**config.mk**
```make
export PLATFORM = sky130hd
export DESIGN_NAME = ex_stage_md_flat
export DESIGN_NICKNAME = d
export VERILOG_FILES = /design/src/rtl/ex_stage_md_pkg.sv /design/src/rtl/ex_stage_md_if.sv /design/src/rtl/ex_stage_md_md_unit.sv /design/src/rtl/ex_stage_md.sv /design/src/flat_wrapper.sv
export SDC_FILE = /design/constraint.sdc
export NUM_CORES = 1
export LEC_CHECK = 0
export ABC_AREA = 1
export BUFFER_PORTS_ARGS = -buffer_cell sky130_fd_sc_hd__buf_2
export CORE_MARGIN = 2
export CORE_UTILIZATION = 55
export CTS_BUF_LIST = sky130_fd_sc_hd__clkbuf_4
export DETAILED_ROUTE_END_ITERATION = 10
export PLACE_DENSITY = 0.92
export REMOVE_ABC_BUFFERS = 1
export SLEW_MARGIN = 20
export SYNTH_ARGS = -nofsm -noshare
export SYNTH_HDL_FRONTEND = slang
export SYNTH_HIERARCHICAL = 1
export SYNTH_SLANG_ARGS = --single-unit
```
**constraint.sdc**
```tcl
create_clock -name clk -period 2.4 [get_ports clk]
set_clock_uncertainty 0.05 [all_clocks]
set_input_delay 0.12 -clock clk [delete_from_list [all_inputs] [get_ports clk]]
set_output_delay 0.12 -clock clk [all_outputs]
set_load 0.1 [all_outputs]
```
**src/rtl/ex_stage_md_pkg.sv**
```systemverilog
// Shared types for the parametrised execute stage: ALU opcodes, mul/div FSM
// states and the EX/MEM control bundle.
package ex_pkg;

   typedef enum logic [3:0] {
      OP_AND   = 4'd0,
      OP_OR    = 4'd1,
      OP_ADD   = 4'd2,
      OP_SUB   = 4'd3,
      OP_SLT   = 4'd4,
      OP_NOR   = 4'd5,
      OP_XOR   = 4'd6,
      OP_SLL   = 4'd7,
      OP_MULTU = 4'd8,
      OP_DIVU  = 4'd9,
      OP_MFHI  = 4'd10,
      OP_MFLO  = 4'd11
   } alu_op_e;

   typedef enum logic {
      MD_IDLE = 1'b0,
      MD_BUSY = 1'b1
   } md_state_e;

   typedef struct packed {
      logic valid;
      logic reg_write;
      logic mem_read;
      logic mem_write;
   } exmem_ctrl_t;

   localparam exmem_ctrl_t CTRL_BUBBLE = '0;

   function automatic logic is_md_op(input logic [3:0] op);
      return (op == OP_MULTU) || (op == OP_DIVU);
   endfunction

endpackage

```
**src/rtl/ex_stage_md_if.sv**
```systemverilog
// ID/EX -> EX -> EX/MEM signal bundle; slave is the execute stage, master drives it.
interface ex_stage_md_if #(
   parameter int XLEN = 32,
   parameter int NFWD = 2,
   parameter int RW   = 5
);
   localparam int SELW = $clog2(NFWD + 1);

   logic                 in_valid;
   logic                 flush;
   logic                 RegDst;
   logic                 ALUSrc;
   logic [3:0]           ALUOp;
   logic                 RegWrite_in;
   logic                 MemRead_in;
   logic                 MemWrite_in;
   logic [SELW-1:0]      fwdA;
   logic [SELW-1:0]      fwdB;
   logic [XLEN-1:0]      Data1;
   logic [XLEN-1:0]      Data2;
   logic [XLEN-1:0]      immediate;
   logic [NFWD*XLEN-1:0] fwdData;
   logic [RW-1:0]        Rt;
   logic [RW-1:0]        Rd;

   logic                 stall;
   logic                 out_valid;
   logic [XLEN-1:0]      ALUOut;
   logic [XLEN-1:0]      MemWriteData;
   logic [RW-1:0]        RegDest;
   logic                 RegWrite_out;
   logic                 MemRead_out;
   logic                 MemWrite_out;
   logic [XLEN-1:0]      hi;
   logic [XLEN-1:0]      lo;

   modport slave (
      input  in_valid, flush, RegDst, ALUSrc, ALUOp, RegWrite_in, MemRead_in, MemWrite_in,
             fwdA, fwdB, Data1, Data2, immediate, fwdData, Rt, Rd,
      output stall, out_valid, ALUOut, MemWriteData, RegDest, RegWrite_out, MemRead_out,
             MemWrite_out, hi, lo
   );

   modport master (
      output in_valid, flush, RegDst, ALUSrc, ALUOp, RegWrite_in, MemRead_in, MemWrite_in,
             fwdA, fwdB, Data1, Data2, immediate, fwdData, Rt, Rd,
      input  stall, out_valid, ALUOut, MemWriteData, RegDest, RegWrite_out, MemRead_out,
             MemWrite_out, hi, lo
   );

endinterface

```
**src/rtl/ex_stage_md_md_unit.sv**
```systemverilog
// Iterative unsigned multiply (shift-add) / divide (restoring), one bit per cycle,
// owning the architectural HI/LO registers.
module md_unit
   import ex_pkg::*;
#(
   parameter int XLEN = 32
) (
   input  logic            clk,
   input  logic            rst_n,
   input  logic            start_i,
   input  logic            abort_i,
   input  logic            div_i,
   input  logic [XLEN-1:0] a_i,
   input  logic [XLEN-1:0] b_i,
   output logic            busy_o,
   output logic            last_o,
   output logic            done_o,
   output logic [XLEN-1:0] hi_o,
   output logic [XLEN-1:0] lo_o
);
   localparam int CW = $clog2(XLEN);

   md_state_e       state_q, state_d;
   logic [CW-1:0]   cnt_q, cnt_d;
   logic            div_q, div_d;
   logic [XLEN-1:0] acc_q, acc_d, quo_q, quo_d, m_q, m_d, hi_q, hi_d, lo_q, lo_d;
   logic [XLEN:0]   mul_sum, rem_sh;
   logic [XLEN-1:0] rem_diff, acc_nx, quo_nx;
   logic            ge;

   // acc is the running high half (mul) or partial remainder (div); quo shifts
   // multiplier bits out and quotient bits in. B==0 divides fall out naturally.
   always_comb begin
      mul_sum  = {1'b0, acc_q} + (quo_q[0] ? {1'b0, m_q} : '0);
      rem_sh   = {acc_q, quo_q[XLEN-1]};
      ge       = rem_sh >= {1'b0, m_q};
      rem_diff = rem_sh[XLEN-1:0] - m_q;
      if (div_q) begin
         acc_nx = ge ? rem_diff : rem_sh[XLEN-1:0];
         quo_nx = {quo_q[XLEN-2:0], ge};
      end else begin
         acc_nx = mul_sum[XLEN:1];
         quo_nx = {mul_sum[0], quo_q[XLEN-1:1]};
      end
   end

   always_comb begin
      state_d = state_q;
      cnt_d   = cnt_q;
      div_d   = div_q;
      acc_d   = acc_q;
      quo_d   = quo_q;
      m_d     = m_q;
      hi_d    = hi_q;
      lo_d    = lo_q;
      done_o  = 1'b0;
      busy_o  = (state_q == MD_BUSY);
      last_o  = busy_o && (cnt_q == '0);
      case (state_q)
         MD_IDLE: begin
            if (start_i) begin
               state_d = MD_BUSY;
               cnt_d   = CW'(XLEN - 1);
               div_d   = div_i;
               acc_d   = '0;
               quo_d   = a_i;
               m_d     = b_i;
            end
         end
         MD_BUSY: begin
            if (abort_i) begin
               state_d = MD_IDLE;
               cnt_d   = '0;
            end else begin
               acc_d = acc_nx;
               quo_d = quo_nx;
               if (cnt_q == '0) begin
                  state_d = MD_IDLE;
                  hi_d    = acc_nx;
                  lo_d    = quo_nx;
                  done_o  = 1'b1;
               end else begin
                  cnt_d = cnt_q - 1'b1;
               end
            end
         end
         default: state_d = MD_IDLE;
      endcase
   end

   always_ff @(posedge clk or negedge rst_n) begin
      if (!rst_n) begin
         state_q <= MD_IDLE;
         cnt_q   <= '0;
         div_q   <= 1'b0;
         acc_q   <= '0;
         quo_q   <= '0;
         m_q     <= '0;
         hi_q    <= '0;
         lo_q    <= '0;
      end else begin
         state_q <= state_d;
         cnt_q   <= cnt_d;
         div_q   <= div_d;
         acc_q   <= acc_d;
         quo_q   <= quo_d;
         m_q     <= m_d;
         hi_q    <= hi_d;
         lo_q    <= lo_d;
      end
   end

   assign hi_o = hi_q;
   assign lo_o = lo_q;

endmodule

```
**src/rtl/ex_stage_md.sv**
```systemverilog
// Execute stage: N-source operand forwarding, ALU, iterative mul/div with stall
// handshake, and the EX/MEM pipeline register.
module ex_stage_md
   import ex_pkg::*;
#(
   parameter int XLEN = 32,
   parameter int NFWD = 2,
   parameter int RW   = 5
) (
   input logic          clk,
   input logic          rst_n,
   ex_stage_md_if.slave ex
);
   localparam int SELW = $clog2(NFWD + 1);
   localparam int SHW  = $clog2(XLEN);

   logic [XLEN-1:0] opa, opb_fwd, opb, alu_res, hi, lo;
   logic            md_start, md_busy, md_last, md_done;
   exmem_ctrl_t     ctrl_q, ctrl_d;
   logic [XLEN-1:0] alu_q, alu_d, wdata_q, wdata_d;
   logic [RW-1:0]   dest_q, dest_d;

   // Out-of-range selects fall back to register data.
   function automatic logic [XLEN-1:0] fwd_pick(input logic [SELW-1:0] sel,
                                                input logic [XLEN-1:0] rd,
                                                input logic [NFWD*XLEN-1:0] src);
      fwd_pick = rd;
      for (int k = 1; k <= NFWD; k++)
         if (int'(sel) == k) fwd_pick = src[(k-1)*XLEN +: XLEN];
   endfunction

   assign opa     = fwd_pick(ex.fwdA, ex.Data1, ex.fwdData);
   assign opb_fwd = fwd_pick(ex.fwdB, ex.Data2, ex.fwdData);
   assign opb     = ex.ALUSrc ? ex.immediate : opb_fwd;

   always_comb begin
      alu_res = '0;
      case (ex.ALUOp)
         OP_AND:  alu_res = opa & opb;
         OP_OR:   alu_res = opa | opb;
         OP_ADD:  alu_res = opa + opb;
         OP_SUB:  alu_res = opa - opb;
         OP_SLT:  alu_res = {{(XLEN-1){1'b0}}, ($signed(opa) < $signed(opb))};
         OP_NOR:  alu_res = ~(opa | opb);
         OP_XOR:  alu_res = opa ^ opb;
         OP_SLL:  alu_res = opa << opb[SHW-1:0];
         OP_MFHI: alu_res = hi;
         OP_MFLO: alu_res = lo;
         default: alu_res = '0;
      endcase
   end

   // Reset also masks issue so stall reads low while rst_n is held.
   assign md_start = rst_n && !md_busy && ex.in_valid && !ex.flush && is_md_op(ex.ALUOp);
   assign ex.stall = md_start || (md_busy && !md_last && !ex.flush);

   md_unit #(.XLEN(XLEN)) u_md (
      .clk     (clk),
      .rst_n   (rst_n),
      .start_i (md_start),
      .abort_i (ex.flush),
      .div_i   (ex.ALUOp == OP_DIVU),
      .a_i     (opa),
      .b_i     (opb),
      .busy_o  (md_busy),
      .last_o  (md_last),
      .done_o  (md_done),
      .hi_o    (hi),
      .lo_o    (lo)
   );

   // Any cycle spent issuing or iterating becomes a bubble; completion is a
   // valid slot that writes nothing.
   always_comb begin
      ctrl_d  = CTRL_BUBBLE;
      alu_d   = alu_res;
      wdata_d = opb_fwd;
      dest_d  = ex.RegDst ? ex.Rd : ex.Rt;
      if (md_done) begin
         ctrl_d.valid = 1'b1;
         alu_d        = '0;
      end else if (ex.in_valid && !ex.flush && !md_busy && !md_start) begin
         ctrl_d = '{valid: 1'b1, reg_write: ex.RegWrite_in,
                    mem_read: ex.MemRead_in, mem_write: ex.MemWrite_in};
      end
   end

   always_ff @(posedge clk or negedge rst_n) begin
      if (!rst_n) begin
         ctrl_q  <= CTRL_BUBBLE;
         alu_q   <= '0;
         wdata_q <= '0;
         dest_q  <= '0;
      end else begin
         ctrl_q  <= ctrl_d;
         alu_q   <= alu_d;
         wdata_q <= wdata_d;
         dest_q  <= dest_d;
      end
   end

   assign ex.out_valid    = ctrl_q.valid;
   assign ex.RegWrite_out = ctrl_q.reg_write;
   assign ex.MemRead_out  = ctrl_q.mem_read;
   assign ex.MemWrite_out = ctrl_q.mem_write;
   assign ex.ALUOut       = alu_q;
   assign ex.MemWriteData = wdata_q;
   assign ex.RegDest      = dest_q;
   assign ex.hi           = hi;
   assign ex.lo           = lo;

endmodule
```
**src/flat_wrapper.sv**
```systemverilog
// flat-port wrapper written by rule: the top's interface ports become plain ports
module ex_stage_md_flat import ex_pkg::*;
#(
   parameter int XLEN = 32,
   parameter int NFWD = 2,
   parameter int RW   = 5
)
  (clk, rst_n, ex_in_valid, ex_flush, ex_RegDst, ex_ALUSrc, ex_ALUOp, ex_RegWrite_in, ex_MemRead_in, ex_MemWrite_in, ex_fwdA, ex_fwdB, ex_Data1, ex_Data2, ex_immediate, ex_fwdData, ex_Rt, ex_Rd, ex_stall, ex_out_valid, ex_ALUOut, ex_MemWriteData, ex_RegDest, ex_RegWrite_out, ex_MemRead_out, ex_MemWrite_out, ex_hi, ex_lo);
  ex_stage_md_if #(.XLEN(XLEN), .NFWD(NFWD), .RW(RW)) ex_i ();
  input logic clk;
  input logic rst_n;
  input wire logic [$bits(ex_i.in_valid)-1:0] ex_in_valid;
  input wire logic [$bits(ex_i.flush)-1:0] ex_flush;
  input wire logic [$bits(ex_i.RegDst)-1:0] ex_RegDst;
  input wire logic [$bits(ex_i.ALUSrc)-1:0] ex_ALUSrc;
  input wire logic [$bits(ex_i.ALUOp)-1:0] ex_ALUOp;
  input wire logic [$bits(ex_i.RegWrite_in)-1:0] ex_RegWrite_in;
  input wire logic [$bits(ex_i.MemRead_in)-1:0] ex_MemRead_in;
  input wire logic [$bits(ex_i.MemWrite_in)-1:0] ex_MemWrite_in;
  input wire logic [$bits(ex_i.fwdA)-1:0] ex_fwdA;
  input wire logic [$bits(ex_i.fwdB)-1:0] ex_fwdB;
  input wire logic [$bits(ex_i.Data1)-1:0] ex_Data1;
  input wire logic [$bits(ex_i.Data2)-1:0] ex_Data2;
  input wire logic [$bits(ex_i.immediate)-1:0] ex_immediate;
  input wire logic [$bits(ex_i.fwdData)-1:0] ex_fwdData;
  input wire logic [$bits(ex_i.Rt)-1:0] ex_Rt;
  input wire logic [$bits(ex_i.Rd)-1:0] ex_Rd;
  output wire logic [$bits(ex_i.stall)-1:0] ex_stall;
  output wire logic [$bits(ex_i.out_valid)-1:0] ex_out_valid;
  output wire logic [$bits(ex_i.ALUOut)-1:0] ex_ALUOut;
  output wire logic [$bits(ex_i.MemWriteData)-1:0] ex_MemWriteData;
  output wire logic [$bits(ex_i.RegDest)-1:0] ex_RegDest;
  output wire logic [$bits(ex_i.RegWrite_out)-1:0] ex_RegWrite_out;
  output wire logic [$bits(ex_i.MemRead_out)-1:0] ex_MemRead_out;
  output wire logic [$bits(ex_i.MemWrite_out)-1:0] ex_MemWrite_out;
  output wire logic [$bits(ex_i.hi)-1:0] ex_hi;
  output wire logic [$bits(ex_i.lo)-1:0] ex_lo;
  assign ex_i.in_valid = ex_in_valid;
  assign ex_i.flush = ex_flush;
  assign ex_i.RegDst = ex_RegDst;
  assign ex_i.ALUSrc = ex_ALUSrc;
  assign ex_i.ALUOp = ex_ALUOp;
  assign ex_i.RegWrite_in = ex_RegWrite_in;
  assign ex_i.MemRead_in = ex_MemRead_in;
  assign ex_i.MemWrite_in = ex_MemWrite_in;
  assign ex_i.fwdA = ex_fwdA;
  assign ex_i.fwdB = ex_fwdB;
  assign ex_i.Data1 = ex_Data1;
  assign ex_i.Data2 = ex_Data2;
  assign ex_i.immediate = ex_immediate;
  assign ex_i.fwdData = ex_fwdData;
  assign ex_i.Rt = ex_Rt;
  assign ex_i.Rd = ex_Rd;
  assign ex_stall = ex_i.stall;
  assign ex_out_valid = ex_i.out_valid;
  assign ex_ALUOut = ex_i.ALUOut;
  assign ex_MemWriteData = ex_i.MemWriteData;
  assign ex_RegDest = ex_i.RegDest;
  assign ex_RegWrite_out = ex_i.RegWrite_out;
  assign ex_MemRead_out = ex_i.MemRead_out;
  assign ex_MemWrite_out = ex_i.MemWrite_out;
  assign ex_hi = ex_i.hi;
  assign ex_lo = ex_i.lo;
  ex_stage_md #(.XLEN(XLEN), .NFWD(NFWD), .RW(RW)) u_core (.clk(clk), .rst_n(rst_n), .ex(ex_i));
endmodule
```
==> results.md, run 1 <==
- Number of global-route vias before repair: 46252
- CTS Buffer Depth: 3
- Synth top area share: 24.8%
- Top-level I/O count: 325
- Post-synth EDFFs: 0
- Syn avg cell area: 6.16 µm²
- DP Wirelength: 86100 µm
- Number of synthesized register bits: 240
- Root buf cell: clkbuf_4
- CTS HTree Levels: 3
- Initial Util: 56.0%
- Final GP Congestion: 1.20
- Num Clock Sinks: 240
- IO buf count: 324
- Largest net degree at the start of global routing: 150
- Cell taking the most area after synthesis: dfrtp_1
- CTS buffer count: 67
- Outcome: aborted with a tool error
- Cell variety after synth: 64
- Fraction of registers with async set/reset: 100%
- Tool error: [ERROR GRT-0116] Global routing finished with congestion. Check the congestion regions in the DRC Viewer.
- Pre-CTS setup slack: -1.06 ns
- Width of the die: 214 µm
- Main flop type after synthesis: dfrtp_1
- Sequential share of the synthesized area: 24.8%
- GRT Util Overall: 80.2%
- Height of the chip: 214 µm
- Dpl cell area: 31400 µm²
- Global route total overflow: 824
- Synth Instances: 3935
- Top area cells in the synthesized netlist: dfrtp_1 (25%), nand2_1 (18%), nand3_1 (9.5%)
- Total number of yosys warnings: 6
- Failed at: 5_1_grt
- Post-synthesis cell area: 24300 µm²
- Row count: 76
- Global-route wire length before repair: 285000 µm
synth_stat cells, drive strengths merged, types with 24 or more instances:
cell and n:
a21oi 221, a31oi 24, buf 62, clkbuf 91
dfrtp 240, ha 178, inv 506, nand2 1196
nand3 468, nand4 35, nor2 377, nor3 35
o21ai 257, o22ai 46, or2 24
what timing repair did:
action,4_1_cts
resized for setup,294
gates cloned,0
endpoints found under the setup margin,89
setup buffers,24
hold buffers,119
pin swaps,49
hold endpoints to repair,289
logic make-up after synthesis:
kind of cell               share of synthesized area (%)
DFF                                                 24.8
muxes                                              0.279
xor gates and xnor gates                           0.795
and+or+nand+nor                                     37.9
buffers and inverters                               10.8
AOI/OAI and AO/OA                                   15.9
adders and majority gates                           9.51
per-layer routing:
metal,GRT usage (%),GRT overflow
met1,78.3,40
met2,90.8,474
met3,71.7,51
met4,82.5,252
met5,51.6,7
per-stage QoR:
step	cells	setup TNS (ns)	util, %
after floorplan	3782	-256.50	-
after global placement	5389	-28.40	72.6
after detailed placement	5389	-36.44	72.6
after CTS	5640	-0.329	80.5
==> run 2: changes to the inputs <==
- CORE_UTILIZATION: 55 -> 40
- CTS_BUF_LIST: sky130_fd_sc_hd__clkbuf_4 -> not set
- PLACE_DENSITY: 0.92 -> not set
- PLACE_DENSITY_LB_ADDON: not set -> 0.15
- clock period: 2.4 -> 3.1 ns (I/O delays scaled with it)
==> run 2 against run 1 <==
The flow now finishes without violations. Area after synthesis unchanged. Synthesized cell count stayed put.
==> results.md, run 2 <==
- Outcome: completed
- Area grow syn2layout: 34.7%
- Most frequent cells in the layout: nand2_1 (1167), buf_4 (560), inv_1 (486), nand3_1 (456), nor2_1 (352)
- Final number of setup-violating endpoints: 0
- Switching share of power: 45.7%
- WP data required: 3.51 ns
- WS Path Type: in -> reg
- Number of synthesized register bits: 240 (unchanged)
- DRC violations left: 0
- Combinational fraction of design power: 53.8%
- Hold Vio Cnt, Final: 0
- Internal: 9.17 mW
- Post-synthesis cell area: 24300 µm² (unchanged)
- CTS buffer count: 31 (-54%)
- Crit-path max FO: 3
- CTS Buffer Depth: 3 (unchanged)
- Main flop type after synthesis: dfrtp_1
- IO buf count: 324 (unchanged)
- Critical path data arrival time: 3.36 ns
- WHS: 0.0750 ns
- Slew Limit Fails: 0
- Util after Layout: 54.3%
- Min Tclk post-route: 2.95 ns
- Initial Util: 40.3% (-16 points)
- Fin crit share: 95.1%
- Pre-antenna DRT Iters: 6
- Sequential share of the synthesized area: 24.8% (unchanged)
- Leak Pwr: 18.0 nW
- Pre-CTS setup slack: -0.511 ns (+0.553 ns)
- Sw Pwr: 7.71 mW
- Total number of yosys warnings: 6 (unchanged)
- TritonCTS clock tree: done
- Number of max-cap violations: 0
- Post-synth top cells: nand2_1 (1173), inv_1 (487), nand3_1 (458)
- Syn avg cell area: 6.16 µm² (unchanged)
- Share of layout cells above drive strength 1: 22.9%
- Count leader, synth: nand2_1
- Final WS setup: 0.151 ns
- Num Clock Sinks: 240 (unchanged)
- Clk pwr share: 23.0%
- Max-slew headroom: 36.2%
- Cell variety after synth: 64 (unchanged)
- Width of the die: 250 µm (+17%)
- Number of global-route vias before repair: 27994
- Vias/cell: 5.43
- Detailed Route Iter0 Violations: 3227
- DRT Wirelength: 116000 µm
- Global route total overflow: 0
- Cell taking the most area after synthesis: dfrtp_1
- Startpoint types: input pin
- Worst VDD drop: 0.000367 V
- Synth top area share: 24.8% (unchanged)
- Hold crit path type: in -> reg
- CTS HTree Levels: 1 (-2)
- Seq pwr share: 23.2%
- Nature of the critical path endpoint: register
- Worst-Skew Late Latency: 0.60 ns
- Clk slew on worst S/H paths: 0.07 ns
- Least-Margin Pin Slew: 0.958 ns
- Fraction of registers with async set/reset: 100% (unchanged)
- Post-synth EDFFs: 0 (unchanged)
- Top area cells in the synthesized netlist: dfrtp_1 (25%), nand2_1 (18%), nand3_1 (9.5%)
- DP Wirelength: 93100 µm (+8.2%)
- Most common cell after layout, fill and taps aside: nand2_1
- GRT Util Overall: 35.8%
- Synth Instances: 3935 (unchanged)
- Initial antenna violation count: 3
- Row count: 90 (+18%)
- RSZ-0062 raised after global routing: true
- Power Density: 517 nW/µm²
- Die area: 62600 µm²
- Top-level I/O count: 325 (unchanged)
- Final nets: 5165
- Via count: 30438
- Drt wl/cell: 20.7 µm
- Fmax: 0.339 GHz
- Antenna-violating nets left: 0
- Core Box Area: 60100 µm²
- Global-route wire length before repair: 172000 µm
- Height of the chip: 250 µm (+17%)
- Root buf cell: clkbuf_16
- Final GP Congestion: 1.03 (-14%)
- Largest net degree at the start of global routing: 116
==> run 2: cell type report <==
cell class              count  area [µm²]
well taps                 782         978
clock buffers              39         856
multi-input cells        3034       15800
inverters                 508        1910
diodes                      1        2.50
clock inverters            18         219
repair buffers            981        6910
fillers                  6276       27500
flip-flops and latches    240        6010
==> run 2: power by group through the flow <==
| stage | clock network [mW] | logic (mW) | registers (mW) |
|---|---|---|---|
| after CTS | 3.94 | 8.84 | 3.91 |
| after detailed placement | 0 | 8.69 | 3.95 |
| after floorplan | 0 | 4.11 | 4.77 |
| after global placement | 0 | 8.68 | 3.96 |
| after global routing | 4.04 | 9.83 | 3.96 |
| final | 3.89 | 9.08 | 3.91 |
==> run 2: through the flow <==
step	instance area [µm²]	power [mW]	TNS (ns)	std cells
floorplan	23500	8.88	-137.16	3782
detailed placement	30600	12.6	-8.83	5458
global placement	30600	12.6	-8.11	5458
finish	32700	16.9	0	5603
global route	32700	17.8	-0.0247	5603
CTS	32500	16.7	0	5600
==> run 2: cells by family (layout without fill, tap and decap cells) <==
| logic type | count (synthesis) | in the layout | share of synthesized area (%) |
|---|---|---|---|
| and+or+nand+nor | 2158 | 2158 | 37.9 |
| muxes | 6 | 6 | 0.279 |
| other | 0 | 1 | 0 |
| DFF | 240 | 240 | 24.8 |
| adders and majority gates | 182 | 182 | 9.51 |
| xor gates and xnor gates | 22 | 22 | 0.795 |
| buffers and inverters | 661 | 1546 | 10.8 |
| AOI/OAI and AO/OA | 666 | 666 | 15.9 |
==> run 2: worst paths after layout <==
kind                                        from                    end  slack [ns]  depth (start not counted)
max                               ex_fwdData[32]   u_core/ex.ALUOut[26]        0.15                         20
min                                  ex_ALUOp[2]    u_core/ex.ALUOut[0]        0.08                          5
max reg2reg                u_core/u_md/quo_q[31]  u_core/u_md/acc_q[14]        0.23                         15
min reg2reg                 u_core/u_md/lo_o[31]   u_core/u_md/lo_o[31]        0.45                          2
max in group asynchronous                  rst_n   u_core/ex.RegDest[0]        1.37                          4
min in group asynchronous                  rst_n    u_core/u_md/hi_o[7]        0.26                          3
==> run 2: critical path, cell delays in order <==
cell,delay (ns)
dlygate4sd3_1,0.53
buf_2,0.14
or2_1,0.23
nand3_2,0.10
nand2_2,0.09
ha_1,0.23
fa_1,0.39
inv_1,0.09
o21ai_1,0.12
a21oi_2,0.24
buf_4,0.16
inv_1,0.05
nand2_1,0.08
nand2_1,0.13
nand3_1,0.15
nand3_1,0.08
nand3_1,0.10
nand4_1,0.11
nor2_1,0.14
nor2_1,0.05
==> run 2: per-layer routing <==
metal  track usage [%]  vias to the layer above  part of all wire [%]  wire length (µm)
met5                 0                        -                0.0086                10
met3              3.93                      187                   8.2              9490
met2              55.4                     1482                    44             50500
met4              11.2                        2                   3.6              4140
met1              52.0                    14199                    45             51900
li1                  -                    14568                     -                 -
==> run 2: repair_timing <==
| item | CTS | global route |
|---|---|---|
| hold buffers | 85 | 0 |
| gates resized for setup | 0 | 60 |
| setup endpoints to repair | 0 | 23 |
| hold endpoints to repair | 225 | 0 |
| setup buffers | 0 | 2 |
No activity file was read; power rests on OpenSTA's default activity.
